===== src/rtl/simplebus_rx_if.sv =====
// simplebus receive-side signal bundle: serial line in, valid/ready word out,
// plus status and error pulses. Carries wires only; all state lives in the
// consuming module.
interface simplebus_rx_if #(
   parameter int WIDTH = 8
);
   logic             sb_in;
   logic [WIDTH-1:0] out_data;
   logic             out_valid;
   logic             out_ready;
   logic             busy;
   logic             parity_err;
   logic             frame_err;
   logic             overrun;

   // Receiver side: samples the line, produces the word and status.
   modport master (
      input  sb_in,
      input  out_ready,
      output out_data,
      output out_valid,
      output busy,
      output parity_err,
      output frame_err,
      output overrun
   );

   // Environment side: drives the line and consumes the word.
   modport slave (
      output sb_in,
      output out_ready,
      input  out_data,
      input  out_valid,
      input  busy,
      input  parity_err,
      input  frame_err,
      input  overrun
   );
endinterface


===== src/rtl/simplebus_rx.sv =====
// simplebus serial receiver. Frame: idle=1, start=0, WIDTH data bits LSB
// first, even parity bit, stop=1. The line is synchronized, the start bit is
// re-checked at its midpoint, every later bit is sampled one bit period after
// the previous sample. A good word goes into a one-entry holding register
// with a valid/ready handshake; bad frames are dropped with a one-cycle pulse.
module simplebus_rx #(
   parameter int WIDTH      = 8,
   parameter int BIT_CYCLES = 4
) (
   input  logic           clk,
   input  logic           rst,
   simplebus_rx_if.master bus
);

   localparam int HALF  = BIT_CYCLES / 2;
   localparam int CNT_W = (BIT_CYCLES > 1) ? $clog2(BIT_CYCLES) : 1;
   localparam int IDX_W = (WIDTH > 0) ? $clog2(WIDTH + 1) : 1;

   localparam logic [CNT_W-1:0] CNT_BIT_LAST  = CNT_W'(BIT_CYCLES - 1);
   localparam logic [CNT_W-1:0] CNT_HALF_LAST = CNT_W'(HALF - 1);
   localparam logic [IDX_W-1:0] IDX_LAST      = IDX_W'(WIDTH - 1);

   typedef enum logic [2:0] {
      IDLE   = 3'd0,
      START  = 3'd1,
      DATA   = 3'd2,
      PARITY = 3'd3,
      STOP   = 3'd4,
      BREAK  = 3'd5
   } state_t;

   // Even parity: the parity bit that makes the total count of ones even.
   function automatic logic even_parity(input logic [WIDTH-1:0] word);
      return ^word;
   endfunction

   logic             sync1_r;
   logic             sync2_r;
   logic             s_s;
   state_t           state_r;
   state_t           state_next_s;
   logic [CNT_W-1:0] cnt_r;
   logic [CNT_W-1:0] cnt_next_s;
   logic [IDX_W-1:0] idx_r;
   logic [IDX_W-1:0] idx_next_s;
   logic [WIDTH-1:0] data_r;
   logic [WIDTH-1:0] data_next_s;
   logic             par_r;
   logic             par_next_s;
   logic             perr_s;
   logic             ferr_s;
   logic             dlv_s;
   logic             dlv_r;
   logic             busy_r;
   logic             perr_r;
   logic             ferr_r;
   logic             ovr_r;
   logic [WIDTH-1:0] out_data_r;
   logic             out_valid_r;

   assign s_s = sync2_r;

   // Two-flop synchronizer on the asynchronous serial line; idles high.
   always_ff @(posedge clk) begin
      if (rst) begin
         sync1_r <= 1'b1;
         sync2_r <= 1'b1;
      end else begin
         sync1_r <= bus.sb_in;
         sync2_r <= sync1_r;
      end
   end

   // Frame sequencing: next state, bit timing, data capture and frame verdict.
   always_comb begin
      state_next_s = state_r;
      cnt_next_s   = cnt_r;
      idx_next_s   = idx_r;
      data_next_s  = data_r;
      par_next_s   = par_r;
      perr_s       = 1'b0;
      ferr_s       = 1'b0;
      dlv_s        = 1'b0;
      case (state_r)
         IDLE: begin
            if (s_s == 1'b0) begin
               state_next_s = START;
               cnt_next_s   = '0;
            end else begin
               state_next_s = IDLE;
            end
         end
         START: begin
            if (cnt_r == CNT_HALF_LAST) begin
               cnt_next_s = '0;
               idx_next_s = '0;
               if (s_s == 1'b0) begin
                  state_next_s = DATA;
               end else begin
                  state_next_s = IDLE;
               end
            end else begin
               cnt_next_s = cnt_r + CNT_W'(1);
            end
         end
         DATA: begin
            if (cnt_r == CNT_BIT_LAST) begin
               // LSB arrives first, so shift right and insert at the top.
               for (int i = 0; i < WIDTH - 1; i++) begin
                  data_next_s[i] = data_r[i+1];
               end
               data_next_s[WIDTH-1] = s_s;
               cnt_next_s = '0;
               idx_next_s = idx_r + IDX_W'(1);
               if (idx_r == IDX_LAST) begin
                  state_next_s = PARITY;
               end else begin
                  state_next_s = DATA;
               end
            end else begin
               cnt_next_s = cnt_r + CNT_W'(1);
            end
         end
         PARITY: begin
            if (cnt_r == CNT_BIT_LAST) begin
               par_next_s   = s_s;
               cnt_next_s   = '0;
               state_next_s = STOP;
            end else begin
               cnt_next_s = cnt_r + CNT_W'(1);
            end
         end
         STOP: begin
            if (cnt_r == CNT_BIT_LAST) begin
               cnt_next_s = '0;
               if (s_s == 1'b0) begin
                  // Missing stop bit wins over any parity verdict.
                  ferr_s       = 1'b1;
                  state_next_s = BREAK;
               end else if (even_parity(data_r) != par_r) begin
                  perr_s       = 1'b1;
                  state_next_s = IDLE;
               end else begin
                  dlv_s        = 1'b1;
                  state_next_s = IDLE;
               end
            end else begin
               cnt_next_s = cnt_r + CNT_W'(1);
            end
         end
         BREAK: begin
            // A held-low line is not a new start bit; wait for it to recover.
            if (s_s == 1'b1) begin
               state_next_s = IDLE;
            end else begin
               state_next_s = BREAK;
            end
         end
         default: begin
            state_next_s = IDLE;
            cnt_next_s   = '0;
         end
      endcase
   end

   // Frame sequencer state, bit counter and bit index registers.
   always_ff @(posedge clk) begin
      if (rst) begin
         state_r <= IDLE;
         cnt_r   <= '0;
         idx_r   <= '0;
      end else begin
         state_r <= state_next_s;
         cnt_r   <= cnt_next_s;
         idx_r   <= idx_next_s;
      end
   end

   // Received data shift register and latched parity bit.
   always_ff @(posedge clk) begin
      if (rst) begin
         data_r <= '0;
         par_r  <= 1'b0;
      end else begin
         data_r <= data_next_s;
         par_r  <= par_next_s;
      end
   end

   // Registered status: busy, error pulses and the pending-deliver strobe.
   always_ff @(posedge clk) begin
      if (rst) begin
         busy_r <= 1'b0;
         perr_r <= 1'b0;
         ferr_r <= 1'b0;
         dlv_r  <= 1'b0;
      end else begin
         busy_r <= (state_next_s != IDLE);
         perr_r <= perr_s;
         ferr_r <= ferr_s;
         dlv_r  <= dlv_s;
      end
   end

   // One-entry holding register with valid/ready handshake and overrun detect.
   always_ff @(posedge clk) begin
      if (rst) begin
         out_data_r  <= '0;
         out_valid_r <= 1'b0;
         ovr_r       <= 1'b0;
      end else begin
         ovr_r <= 1'b0;
         if (dlv_r) begin
            // A word leaving in this same cycle frees the slot for the new one.
            if (!out_valid_r || bus.out_ready) begin
               out_data_r  <= data_r;
               out_valid_r <= 1'b1;
            end else begin
               ovr_r <= 1'b1;
            end
         end else if (out_valid_r && bus.out_ready) begin
            out_valid_r <= 1'b0;
         end else begin
            out_valid_r <= out_valid_r;
         end
      end
   end

   assign bus.out_data   = out_data_r;
   assign bus.out_valid  = out_valid_r;
   assign bus.busy       = busy_r;
   assign bus.parity_err = perr_r;
   assign bus.frame_err  = ferr_r;
   assign bus.overrun    = ovr_r;

endmodule


===== src/flat_wrapper.sv =====
// flat-port wrapper written by rule: the top's interface ports become plain ports
module simplebus_rx_flat 
#(
   parameter int WIDTH      = 8,
   parameter int BIT_CYCLES = 4
)
  (clk, rst, bus_sb_in, bus_out_ready, bus_out_data, bus_out_valid, bus_busy, bus_parity_err, bus_frame_err, bus_overrun);
  simplebus_rx_if #(.WIDTH(WIDTH)) bus_i ();
  input  logic clk;
  input  logic rst;
  input wire logic [$bits(bus_i.sb_in)-1:0] bus_sb_in;
  input wire logic [$bits(bus_i.out_ready)-1:0] bus_out_ready;
  output wire logic [$bits(bus_i.out_data)-1:0] bus_out_data;
  output wire logic [$bits(bus_i.out_valid)-1:0] bus_out_valid;
  output wire logic [$bits(bus_i.busy)-1:0] bus_busy;
  output wire logic [$bits(bus_i.parity_err)-1:0] bus_parity_err;
  output wire logic [$bits(bus_i.frame_err)-1:0] bus_frame_err;
  output wire logic [$bits(bus_i.overrun)-1:0] bus_overrun;
  assign bus_i.sb_in = bus_sb_in;
  assign bus_i.out_ready = bus_out_ready;
  assign bus_out_data = bus_i.out_data;
  assign bus_out_valid = bus_i.out_valid;
  assign bus_busy = bus_i.busy;
  assign bus_parity_err = bus_i.parity_err;
  assign bus_frame_err = bus_i.frame_err;
  assign bus_overrun = bus_i.overrun;
  simplebus_rx #(.WIDTH(WIDTH), .BIT_CYCLES(BIT_CYCLES)) u_core (.clk(clk), .rst(rst), .bus(bus_i));
endmodule

===== config.mk =====
export PLATFORM = sky130hd
export DESIGN_NAME = simplebus_rx_flat
export DESIGN_NICKNAME = d
export VERILOG_FILES = /design/src/rtl/simplebus_rx_if.sv /design/src/rtl/simplebus_rx.sv /design/src/flat_wrapper.sv
export SDC_FILE = /design/constraint.sdc
export NUM_CORES = 1
export LEC_CHECK = 0
export CAP_MARGIN = 30
export CORE_MARGIN = 3
export CORE_UTILIZATION = 30
export CTS_CLUSTER_SIZE = 8
export DETAILED_ROUTE_END_ITERATION = 8
export HOLD_SLACK_MARGIN = 0.05
export SLEW_MARGIN = 40
export SYNTH_ARGS = -nofsm -noshare
export SYNTH_HDL_FRONTEND = slang
export SYNTH_SLANG_ARGS = --single-unit

===== constraint.sdc =====
create_clock -name clk -period 3.8 [get_ports clk]
set_clock_uncertainty 0.1 [all_clocks]
set_input_delay 0.57 -clock clk [delete_from_list [all_inputs] [get_ports clk]]
set_output_delay 0.57 -clock clk [all_outputs]
set_load 0.01 [all_outputs]

Word level (Yosys, flattened, before mapping)
Index checks and enable logic that the tools add are counted.
- output and inout bits: 13
- input port bits: 4
- word-level logic and storage cells: 75
- register bits: 34
- eq/ne operators: 13
- reductions and logical operators: 18
- add/subtract/negate cells: 2
- bitwise gates (word level): 5
- muxes and demuxes: 23
- operator list (kind ; number):
    case mux 3 bit (6 select lines) ; 1
    2-to-1 mux 3 bit ; 5
    AND reduction 2 bit ; 5
    2-to-1 mux 1 bit ; 9
    2-to-1 mux 2 bit ; 4
    2-to-1 mux 4 bit ; 2
    case mux 2 bit (4 select lines) ; 1
    case mux 4 bit (2 select lines) ; 1
    parity 8 bit ; 1
    equality test 3 x 2 -> 1 bit (second input constant) ; 2
    equality test 3 bit (second input constant) ; 2
    OR reduction 3 bit ; 2
    NOT 1 bit ; 5
    adder 4 x 1 -> 4 bit (second input constant) ; 1
    equality test 4 x 3 -> 1 bit (second input constant) ; 1
    inequality test 2 x 1 -> 1 bit (second input constant) ; 2
    inequality test 2 bit (second input constant) ; 2
    nonzero test 2 bit ; 2
    OR reduction 4 bit ; 1
    equality test 3 x 1 -> 1 bit (second input constant) ; 1
    logical NOT 3 bit ; 1
    AND reduction 3 bit ; 1
    nonzero test 3 bit ; 1
    adder 2 x 1 -> 2 bit (second input constant) ; 1
    other kinds (7) ; 7

Logic depth before layout (Yosys ltp)
Gate-level depths: netlist (run 1).
- depth in word-level cells: 5
- depth in mapped cells: 6
- mapped depth without buffers: 6

Worst setup path before layout (run 1)
OpenSTA, ideal clock, no wires.
- kind: register -> register
- from: register u_core.cnt_r[0]
- to: register u_core.busy_r (netlist: u_core.bus.busy)
- data arrival time: 1.431 ns
- cell stages (with the launch flop): 6
- required time: 3.580 ns
- setup time: 0.120 ns
- slack: 2.149 ns
- clock period less this slack: 1.651 ns
- buffers on the path: 0
- path through: dfxtp_1 ha_1 and2b_1 a32o_1 a221o_1 a211o_1
- longest elaborated chain between the ends: 4
- elaborated cells on any way between the ends: 8
- classes of those cells: 2 x eq/ne; 5 x mux; 1 x reduce/logical
- ends and longest elaborated chain (what ; line ; source):
    from (decl) ; simplebus_rx.sv:42 ; logic [CNT_W-1:0] cnt_r;
    from (signal assigned) ; simplebus_rx.sv:174 ; cnt_r <= cnt_next_s;
    equality test 2 bit / equality test 2 x 1 -> 1 bit (equally long branches) ; -- ;
    2-to-1 mux 3 bit (on tied branches) ; -- ;
    case mux 3 bit (6 select lines) * ; simplebus_rx.sv:84 ; case (state_r)
    nonzero test 3 bit * ; simplebus_rx.sv:198 ; busy_r <= (state_next_s != IDLE);
    to (signal assigned) ; simplebus_rx.sv:198 ;
    to (decl) ; simplebus_rx.sv:54 ; logic busy_r;
Every way passes the cells marked *; elsewhere a longest branch is shown, timed or not.
A chain may end at the register's enable or synchronous reset.

Worst setup path after layout (run 1)
- from: register u_core.state_r[2]
- to: register u_core.busy_r (netlist: u_core.bus.busy)
- longest elaborated chain between the ends: 3
- elaborated cells on any way between the ends: 12
- classes of those cells: 5 x eq/ne; 5 x mux; 2 x reduce/logical
- ends and longest elaborated chain (what ; line ; source):
    from (decl) ; simplebus_rx.sv:40 ; state_t state_r;
    from (signal assigned) ; simplebus_rx.sv:173 ; state_r <= state_next_s;
    equality test 3 bit, or another cell as far along ; simplebus_rx.sv:84 ;
    case mux 3 bit (6 select lines) * ; simplebus_rx.sv:84 ;
    nonzero test 3 bit * ; simplebus_rx.sv:198 ;
Marks and branches as above.

==> metrics.txt, run 1 <==
# TYPE chip_impl_metric gauge
chip_impl_info{name="status",value="finished clean"} 1
chip_impl_metric{name="synth_edf_count",unit=""} 0
chip_impl_metric{name="max_stage_delay",unit="ns"} 0.69
chip_impl_metric{name="postRouteAntennaNets",unit=""} 0
chip_impl_metric{name="post_drt_via_cell_ratio",unit=""} 4.583
chip_impl_metric{name="r2r_slack",unit="ns"} 1.86
chip_impl_metric{name="min_period",unit="ns"} 1.943
chip_impl_metric{name="insertion_delay_to_the_later_sink_of_the_worst_skew_pair",unit="ns"} 0.29
chip_impl_metric{name="dr.pass1.iters",unit=""} 4
chip_impl_info{name="rsz0062_at_grt",value="no"} 1
chip_impl_metric{name="final_design_area_no_fill",unit="mm²"} 0.001876
chip_impl_metric{name="vias",unit=""} 1155
chip_impl_info{name="cp_cell_sequence",value="nor2_1 > and3_1 > a221o_1 > a211o_1"} 1
chip_impl_metric{name="vdd_drop_max",unit="µV"} 122.0
chip_impl_metric{name="cp_max_fo",unit=""} 17
chip_impl_metric{name="hold_viol_final",unit=""} 0
chip_impl_metric{name="post_synth_xor_area_fraction",unit=""} 0.07599
chip_impl_metric{name="worst_r2r_path_depth",unit=""} 4
chip_impl_info{name="cp-start-kind",value="flop"} 1
chip_impl_metric{name="portBuffers",unit=""} 16
chip_impl_metric{name="cts-resized-gates",unit=""} 0
chip_impl_metric{name="netlist_instances",unit=""} 170
chip_impl_metric{name="first_iter_violations",unit=""} 80
chip_impl_metric{name="maxSlewHeadroom",unit=""} 0.5928
chip_impl_metric{name="grt_util_all_layers",unit=""} 0.09985
chip_impl_info{name="timing.critical_path.slowest_stage_cell",value="sky130_fd_sc_hd__dfxtp_1"} 1
chip_impl_metric{name="transition_time_at_the_pin_with_the_least_slew_margin",unit="ns"} 0.6100
chip_impl_info{name="most-common-layout-cells",value="sky130_fd_sc_hd__dfxtp_1, sky130_fd_sc_hd__nand2_1, sky130_fd_sc_hd__nor2_1"} 1
chip_impl_metric{name="grt_max_degree",unit=""} 31
chip_impl_metric{name="netlist-cell-type-count",unit=""} 43
chip_impl_info{name="critical_path_class",value="flop to flop"} 1
chip_impl_metric{name="ys_seq_elements",unit=""} 34
chip_impl_metric{name="starting_density_of_the_core",unit=""} 0.3192
chip_impl_metric{name="fill_cells",unit=""} 498
chip_impl_metric{name="antenna_found_initial",unit=""} 0
chip_impl_metric{name="dp_hpwl",unit="µm"} 1896
chip_impl_metric{name="place_area",unit="mm²"} 0.001738
chip_impl_metric{name="gpl.final_weighted_congestion",unit=""} 0.7585
chip_impl_metric{name="synth-simple-area-share",unit=""} 0.2078
chip_impl_metric{name="synth.cell_area",unit="mm²"} 0.001548
chip_impl_metric{name="placement_rows",unit=""} 25
chip_impl_info{name="regToRegEndpoint",value="u_core.bus.busy"} 1
chip_impl_metric{name="numCtsBuffers",unit=""} 5
chip_impl_metric{name="multi_input_area",unit="µm²"} 792.0
chip_impl_metric{name="grt_first_pass_wirelength",unit="µm"} 4857
chip_impl_metric{name="timing.max_cap.violations",unit=""} 0
chip_impl_metric{name="compound_cell_area_share_of_the_yosys_netlist",unit=""} 0.1229
chip_impl_metric{name="cellLeakagePower",unit="nW"} 0.7591
chip_impl_metric{name="dieWidth",unit="µm"} 77.83
chip_impl_metric{name="design.core.area",unit="mm²"} 0.004848
chip_impl_metric{name="ctsHtreeMaxLevel",unit=""} 2
chip_impl_info{name="hold_end",value="u_core.s_s"} 1
chip_impl_metric{name="syn_nets",unit=""} 179
chip_impl_metric{name="timing.critical_path.arrival",unit="ns"} 2.03
chip_impl_metric{name="number_of_global_route_vias_before_repair",unit=""} 1049
chip_impl_metric{name="final-seq-area",unit="µm²"} 680.7
chip_impl_metric{name="timing.final.crit_share",unit=""} 0.5113
chip_impl_metric{name="route.detailed.wl_per_inst",unit="µm"} 11.08
chip_impl_metric{name="wl",unit="µm"} 2793
chip_impl_metric{name="totalNegativeSetupSlack",unit="ns"} 0
chip_impl_info{name="holdCritStartpoint",value="u_core.sync1_r"} 1
chip_impl_metric{name="async_flop_share",unit=""} 0
chip_impl_metric{name="achievable-frequency",unit="MHz"} 514.6
chip_impl_metric{name="die_y",unit="µm"} 77.83
chip_impl_metric{name="grt_overflow",unit=""} 0
chip_impl_metric{name="power_density",unit="mW/mm²"} 424.1
chip_impl_metric{name="setup_viol",unit=""} 0
chip_impl_metric{name="whs_path_depth",unit=""} 1
chip_impl_info{name="r2r-start",value="u_core.state_r[2]"} 1
chip_impl_metric{name="critical_path.n_buffers_inverters",unit=""} 0
chip_impl_metric{name="timing.final.max_slew_violations",unit=""} 0
chip_impl_metric{name="post_route_cells_drive_above_1_share",unit=""} 0.08649
chip_impl_metric{name="worstPathRequired",unit="ns"} 3.88
chip_impl_metric{name="cts.path.max_buffers",unit=""} 2
chip_impl_metric{name="seq_area_frac_synth",unit=""} 0.4398
chip_impl_metric{name="ioPinCount",unit=""} 17
chip_impl_info{name="holdCritPathClass",value="flop to flop"} 1
chip_impl_metric{name="post_cts_buffers",unit=""} 0
chip_impl_metric{name="synth_adder_area_share",unit=""} 0.04042
chip_impl_metric{name="die_area",unit="mm²"} 0.006057
chip_impl_info{name="ys_dominant_reg_cell",value="sky130_fd_sc_hd__dfxtp_1"} 1
chip_impl_metric{name="fin_nets",unit=""} 193
chip_impl_info{name="critical_path.endpoint_type",value="flop"} 1
chip_impl_metric{name="yosys-mux-area-fraction",unit=""} 0.06467
chip_impl_metric{name="ys.warnings.count",unit=""} 0
chip_impl_info{name="synth_top_family_by_area",value="simple AND/OR/NAND/NOR gates"} 1
chip_impl_info{name="cts_tree",value="done"} 1
chip_impl_metric{name="postCtsHoldBufs",unit=""} 0
chip_impl_metric{name="clk_transition_reported_paths",unit="ns"} 0.08
chip_impl_metric{name="postSynthAreaPerCell",unit="µm²"} 9.104
chip_impl_info{name="critical-path-top-delay-family",value="flip-flops"} 1
chip_impl_metric{name="drc",unit=""} 0
chip_impl_metric{name="cts_sinks",unit=""} 34
chip_impl_metric{name="area_delta_synth_final",unit="%"} 21.18
chip_impl_info{name="layout.cells.most_common",value="sky130_fd_sc_hd__dfxtp_1"} 1
chip_impl_info{name="root_buffer",value="sky130_fd_sc_hd__clkbuf_8"} 1
chip_impl_metric{name="antennaDiodeCount",unit=""} 0
-- state kept, by name (all words and copies together) (netlist names) --
name                   flops
u_core.bus.out_data        8
u_core.s_s                 1
u_core.par_r               1
u_core.state_r             3
u_core.bus.parity_err      1
u_core.bus.frame_err       1
u_core.sync1_r             1
u_core.bus.overrun         1
u_core.idx_r               4
u_core.dlv_r               1
u_core.bus.busy            1
u_core.bus.out_valid       1
u_core.data_r              8
u_core.cnt_r               2
-- cell families after synthesis --
| group | count (synthesis) |
|---|---|
| simple gates | 65 |
| flops | 34 |
| compound gates | 29 |
| buf+inv | 16 |
| xor+xnor | 11 |
| mux | 10 |
| fa+ha+maj | 5 |
-- per-stage QoR --
stage	setup WS (ns)	utilization	hold WS (ns)	power, W	std cells
4_1_cts	1.851	0.3868	0.3137	0.0008074	252
3_5_place_dp	1.737	0.3585	0.2952	0.0004035	244
3_3_place_gp	1.380	0.3595	0.2916	0.0004036	244
2_1_floorplan	2.149	-	0.2895	0.0003952	170
5_1_grt	1.718	0.3868	0.3291	0.0008254	252
6_report	1.857	0.3868	0.3130	0.0007954	252
-- cells in the mapped netlist (all sizes together), types with 3 or more instances --
cell | number | area share
o21ai | 3 | 0.012
mux2i | 10 | 0.065
nand3 | 3 | 0.0097
buf | 7 | 0.027
xor2 | 3 | 0.022
nor2 | 18 | 0.044
a211oi | 3 | 0.015
a21oi | 14 | 0.045
xnor2 | 7 | 0.040
nor3 | 5 | 0.019
nand2 | 21 | 0.051
inv | 7 | 0.017
dfxtp | 34 | 0.44
ha | 5 | 0.040
-- worst reg2reg max path: stages, from the launching register on --
cell and delay, ns:
sky130_fd_sc_hd__dfxtp_1 0.69, sky130_fd_sc_hd__nor2_1 0.20, sky130_fd_sc_hd__and3_1 0.26, sky130_fd_sc_hd__a221o_1 0.33, sky130_fd_sc_hd__a211o_1 0.26
-- area by class of cell --
cell class                      count  share of cell area
Clock buffer                        5             0.03669
Clock inverter                      3             0.03669
Inverter                            7             0.01401
Multi-Input combinational cell    120              0.4223
Sequential cell                    34              0.3629
Tap cell                           67             0.04470
Timing Repair Buffer               16             0.08272
-- routing by layer --
| metal | GRT usage | vias up | wire length [µm] |
|---|---|---|---|
| met5 | 0 | - | 0 |
| met4 | 0.05872 | 0 | 73 |
| met3 | 0.02668 | 7 | 129 |
| met2 | 0.1396 | 24 | 1152 |
| met1 | 0.1360 | 521 | 1437 |
| li1 | - | 603 | - |
-- worst max path at each step --
stage / end / startpoint / cells past startpoint
after floorplan: u_core.bus.busy / u_core.cnt_r[0] / 5
after global placement: u_core.bus.busy / rst / 3
after detailed placement: u_core.bus.out_data[4] / bus_out_ready / 4
after CTS: u_core.bus.busy / u_core.state_r[2] / 4
after global routing: u_core.bus.busy / u_core.state_r[2] / 4
final: u_core.bus.busy / u_core.state_r[2] / 4
-- where the power goes --
group	switching (W)	internal (W)
Sequential	0.00000666	0.000360
Combinational	0.0000147	0.0000135
Clock	0.000138	0.000263
Total	0.000159	0.000636
(Power assumes the default switching activity.)
==> inputs of run 2 (changes only) <==
==> constraint.sdc (replaced) <==
create_clock -name clk -period 1.82 [get_ports clk]
set_clock_uncertainty 0.1 [all_clocks]
set_input_delay 0.273 -clock clk [delete_from_list [all_inputs] [get_ports clk]]
set_output_delay 0.273 -clock clk [all_outputs]
set_load 0.01 [all_outputs]
==> run 2 against run 1 <==
  * Sequential cell count unchanged
  * Clock power increased by 50%
  * Worst setup slack got worse by 1.8 ns
  * Hold slack got worse by 0.0041 ns
  * First-iteration DRC count decreased by 15%
  * Global-route usage increased by 0.75 points
  * Sequential share of layout area decreased by 1.2 points
  * Clock-buffer cell count increased by 1
  * Via count increased by 3.1%
  * Total power increased by 81%
  * Combinational power increased to 2.7 times the previous value
  * Critical path depth unchanged
  * Critical endpoint unchanged
  * Highest routed layer unchanged
==> metrics.txt, run 2 (synthesis gave the netlist of run 1 again) <==
# TYPE chip_impl_metric gauge
chip_impl_info{name="status",value="finished clean"} 1
chip_impl_metric{name="ctsHtreeMaxLevel",unit=""} 2
chip_impl_metric{name="timing.final.crit_share",unit=""} 0.9564
chip_impl_metric{name="grt_util_all_layers",unit=""} 0.1074
chip_impl_metric{name="min_period",unit="ns"} 1.741
chip_impl_metric{name="numCtsBuffers",unit=""} 5
chip_impl_info{name="endpoint",value="u_core.bus.busy"} 1
chip_impl_metric{name="clk_transition_reported_paths",unit="ns"} 0.08
chip_impl_metric{name="grt_max_degree",unit=""} 22
chip_impl_metric{name="post_drt_via_cell_ratio",unit=""} 4.511
chip_impl_metric{name="die_y",unit="µm"} 77.83
chip_impl_metric{name="postLayoutSetupSlackWorst",unit="ns"} 0.07936
chip_impl_metric{name="totalNegativeSetupSlack",unit="ns"} 0
chip_impl_metric{name="power_density",unit="mW/mm²"} 740.6
chip_impl_metric{name="vias",unit=""} 1191
chip_impl_info{name="highest-signal-layer",value="met4"} 1
chip_impl_metric{name="hold_viol_final",unit=""} 0
chip_impl_metric{name="timing.final.max_slew_violations",unit=""} 0
chip_impl_info{name="cp-start-kind",value="flop"} 1
chip_impl_metric{name="worst_r2r_path_depth",unit=""} 4
chip_impl_metric{name="area_delta_synth_final",unit="%"} 25.63
chip_impl_metric{name="setup_viol",unit=""} 0
chip_impl_metric{name="gpl.final_weighted_congestion",unit=""} 0.8394
chip_impl_info{name="cts_tree",value="done"} 1
chip_impl_metric{name="post_route_cells_drive_above_1_share",unit=""} 0.1472
chip_impl_metric{name="die_area",unit="mm²"} 0.006057
chip_impl_metric{name="layoutNonFillerInstCount",unit=""} 264
chip_impl_metric{name="number_of_global_route_vias_before_repair",unit=""} 1122
chip_impl_metric{name="cts.path.max_buffers",unit=""} 2
chip_impl_metric{name="placed_cells_incl_taps",unit=""} 256
chip_impl_info{name="holdCritPathClass",value="flop to flop"} 1
chip_impl_metric{name="dieWidth",unit="µm"} 77.83
chip_impl_metric{name="wl",unit="µm"} 3050
chip_impl_metric{name="antenna_found_initial",unit=""} 0
chip_impl_metric{name="postRouteAntennaNets",unit=""} 0
chip_impl_metric{name="transition_time_at_the_pin_with_the_least_slew_margin",unit="ns"} 0.4245
chip_impl_metric{name="final_core_utilization",unit=""} 0.4010
chip_impl_info{name="critical_path.endpoint_type",value="flop"} 1
chip_impl_metric{name="achievable-frequency",unit="MHz"} 574.5
chip_impl_metric{name="cts_sinks",unit=""} 34
chip_impl_metric{name="r2r_slack",unit="ns"} 0.08
chip_impl_metric{name="vdd_drop_max",unit="µV"} 245.3
chip_impl_metric{name="design_power_total",unit="W"} 0.001440
chip_impl_info{name="critical_path_class",value="flop to flop"} 1
chip_impl_metric{name="drc",unit=""} 0
chip_impl_metric{name="design.core.area",unit="mm²"} 0.004848
chip_impl_metric{name="pre_cts_ws",unit="ns"} 0.08465
chip_impl_metric{name="starting_density_of_the_core",unit=""} 0.3192
chip_impl_metric{name="worstPathRequired",unit="ns"} 1.90
chip_impl_metric{name="antennaDiodeCount",unit=""} 0
chip_impl_metric{name="routedLengthMet1",unit="µm"} 1580
chip_impl_metric{name="placement_rows",unit=""} 25
chip_impl_metric{name="dp_hpwl",unit="µm"} 2174
chip_impl_metric{name="maxSlewHeadroom",unit=""} 0.7161
chip_impl_metric{name="route.detailed.wl_per_inst",unit="µm"} 11.55
chip_impl_metric{name="grt_overflow",unit=""} 0
chip_impl_metric{name="fin_nets",unit=""} 205
chip_impl_metric{name="dr.pass1.iters",unit=""} 4
chip_impl_metric{name="insertion_delay_to_the_later_sink_of_the_worst_skew_pair",unit="ns"} 0.29
chip_impl_metric{name="grt_first_pass_wirelength",unit="µm"} 5133
chip_impl_info{name="critPathLaunch",value="u_core.state_r[0]"} 1
chip_impl_metric{name="cellLeakagePower",unit="nW"} 0.8006
chip_impl_info{name="rsz0062_at_grt",value="no"} 1
chip_impl_info{name="most-common-layout-cells",value="sky130_fd_sc_hd__dfxtp_1, sky130_fd_sc_hd__nand2_1, sky130_fd_sc_hd__nor2_1"} 1
chip_impl_info{name="r2r-start",value="u_core.state_r[0]"} 1
chip_impl_metric{name="timing.max_cap.violations",unit=""} 0
chip_impl_metric{name="ioPinCount",unit=""} 17
chip_impl_metric{name="first_iter_violations",unit=""} 68
chip_impl_metric{name="cp_max_fo",unit=""} 11
chip_impl_info{name="root_buffer",value="sky130_fd_sc_hd__clkbuf_8"} 1
chip_impl_metric{name="met2WireLength",unit="µm"} 1288
chip_impl_metric{name="timing.critical_path.arrival",unit="ns"} 1.82
chip_impl_metric{name="route.met3.wl",unit="µm"} 109
chip_impl_metric{name="fill_cells",unit=""} 493
chip_impl_metric{name="postCtsHoldBufs",unit=""} 0
chip_impl_metric{name="portBuffers",unit=""} 16
chip_impl_info{name="regToRegEndpoint",value="u_core.bus.busy"} 1
chip_impl_info{name="layout.cells.most_common",value="sky130_fd_sc_hd__dfxtp_1"} 1
## run 2: cell types whose count changed in the layout (fill, tap and decap cells not counted), sizes merged
cell | before | now
buf | 1 | 12
bufinv | 2 | 0
clkbuf | 5 | 6
clkdlybuf4s50 | 15 | 16
clkinvlp | 0 | 1
## run 2: what timing repair did
| action | in CTS | in global routing |
|---|---|---|
| setup endpoints to repair | 0 | 1 |
| buffers inserted | 0 | 0 |
| gates resized for setup | 0 | 2 |
## run 2: area by class of cell
class                   instances  area [µm²]  share of cell area
inverters                       7       26.28             0.01351
repair buffers                 28       262.8              0.1351
clock inverters                 2       12.51            0.006435
flip-flops and latches         34       681.9              0.3507
multi-input cells             120       794.5              0.4086
well taps                      67       83.83             0.04311
clock buffers                   6       82.58             0.04247
## run 2: where the power goes
part           internal (W)  switching [W]
clock              0.000304       0.000297
combinational     0.0000390      0.0000362
sequential         0.000752      0.0000113
## run 2: per-stage QoR
stage	area, µm²	hold slack, ns
after floorplan	1548	0.2523
after global routing	1944	0.3220
final	1944	0.3089
after detailed placement	1846	0.2923
after global placement	1846	0.2928
after CTS	1941	0.3102
## run 2: how the worst min path moves through the flow
stage	startpoint	end	slack (ns)	cells past startpoint
finish	u_core.sync1_r	u_core.s_s	0.31	1
global route	u_core.sync1_r	u_core.s_s	0.32	1
CTS	u_core.sync1_r	u_core.s_s	0.31	1
detailed placement	u_core.sync1_r	u_core.s_s	0.29	1
global placement	u_core.sync1_r	u_core.s_s	0.29	1
floorplan	bus_out_ready	u_core.bus.overrun	0.25	1
## run 2: critical path, cell delays in order, from the launching register on
cell and delay, ns:
sky130_fd_sc_hd__dfxtp_1 0.55, sky130_fd_sc_hd__and2b_1 0.24, sky130_fd_sc_hd__a32o_1 0.20, sky130_fd_sc_hd__a221o_1 0.27
sky130_fd_sc_hd__a211o_1 0.26
## run 2: routing by layer
layer | global-route usage | vias up
met3 | 0.02900 | 6
li1 | - | 624
met2 | 0.1558 | 19
met4 | 0.05872 | 0
met5 | 0 | -
met1 | 0.1431 | 542
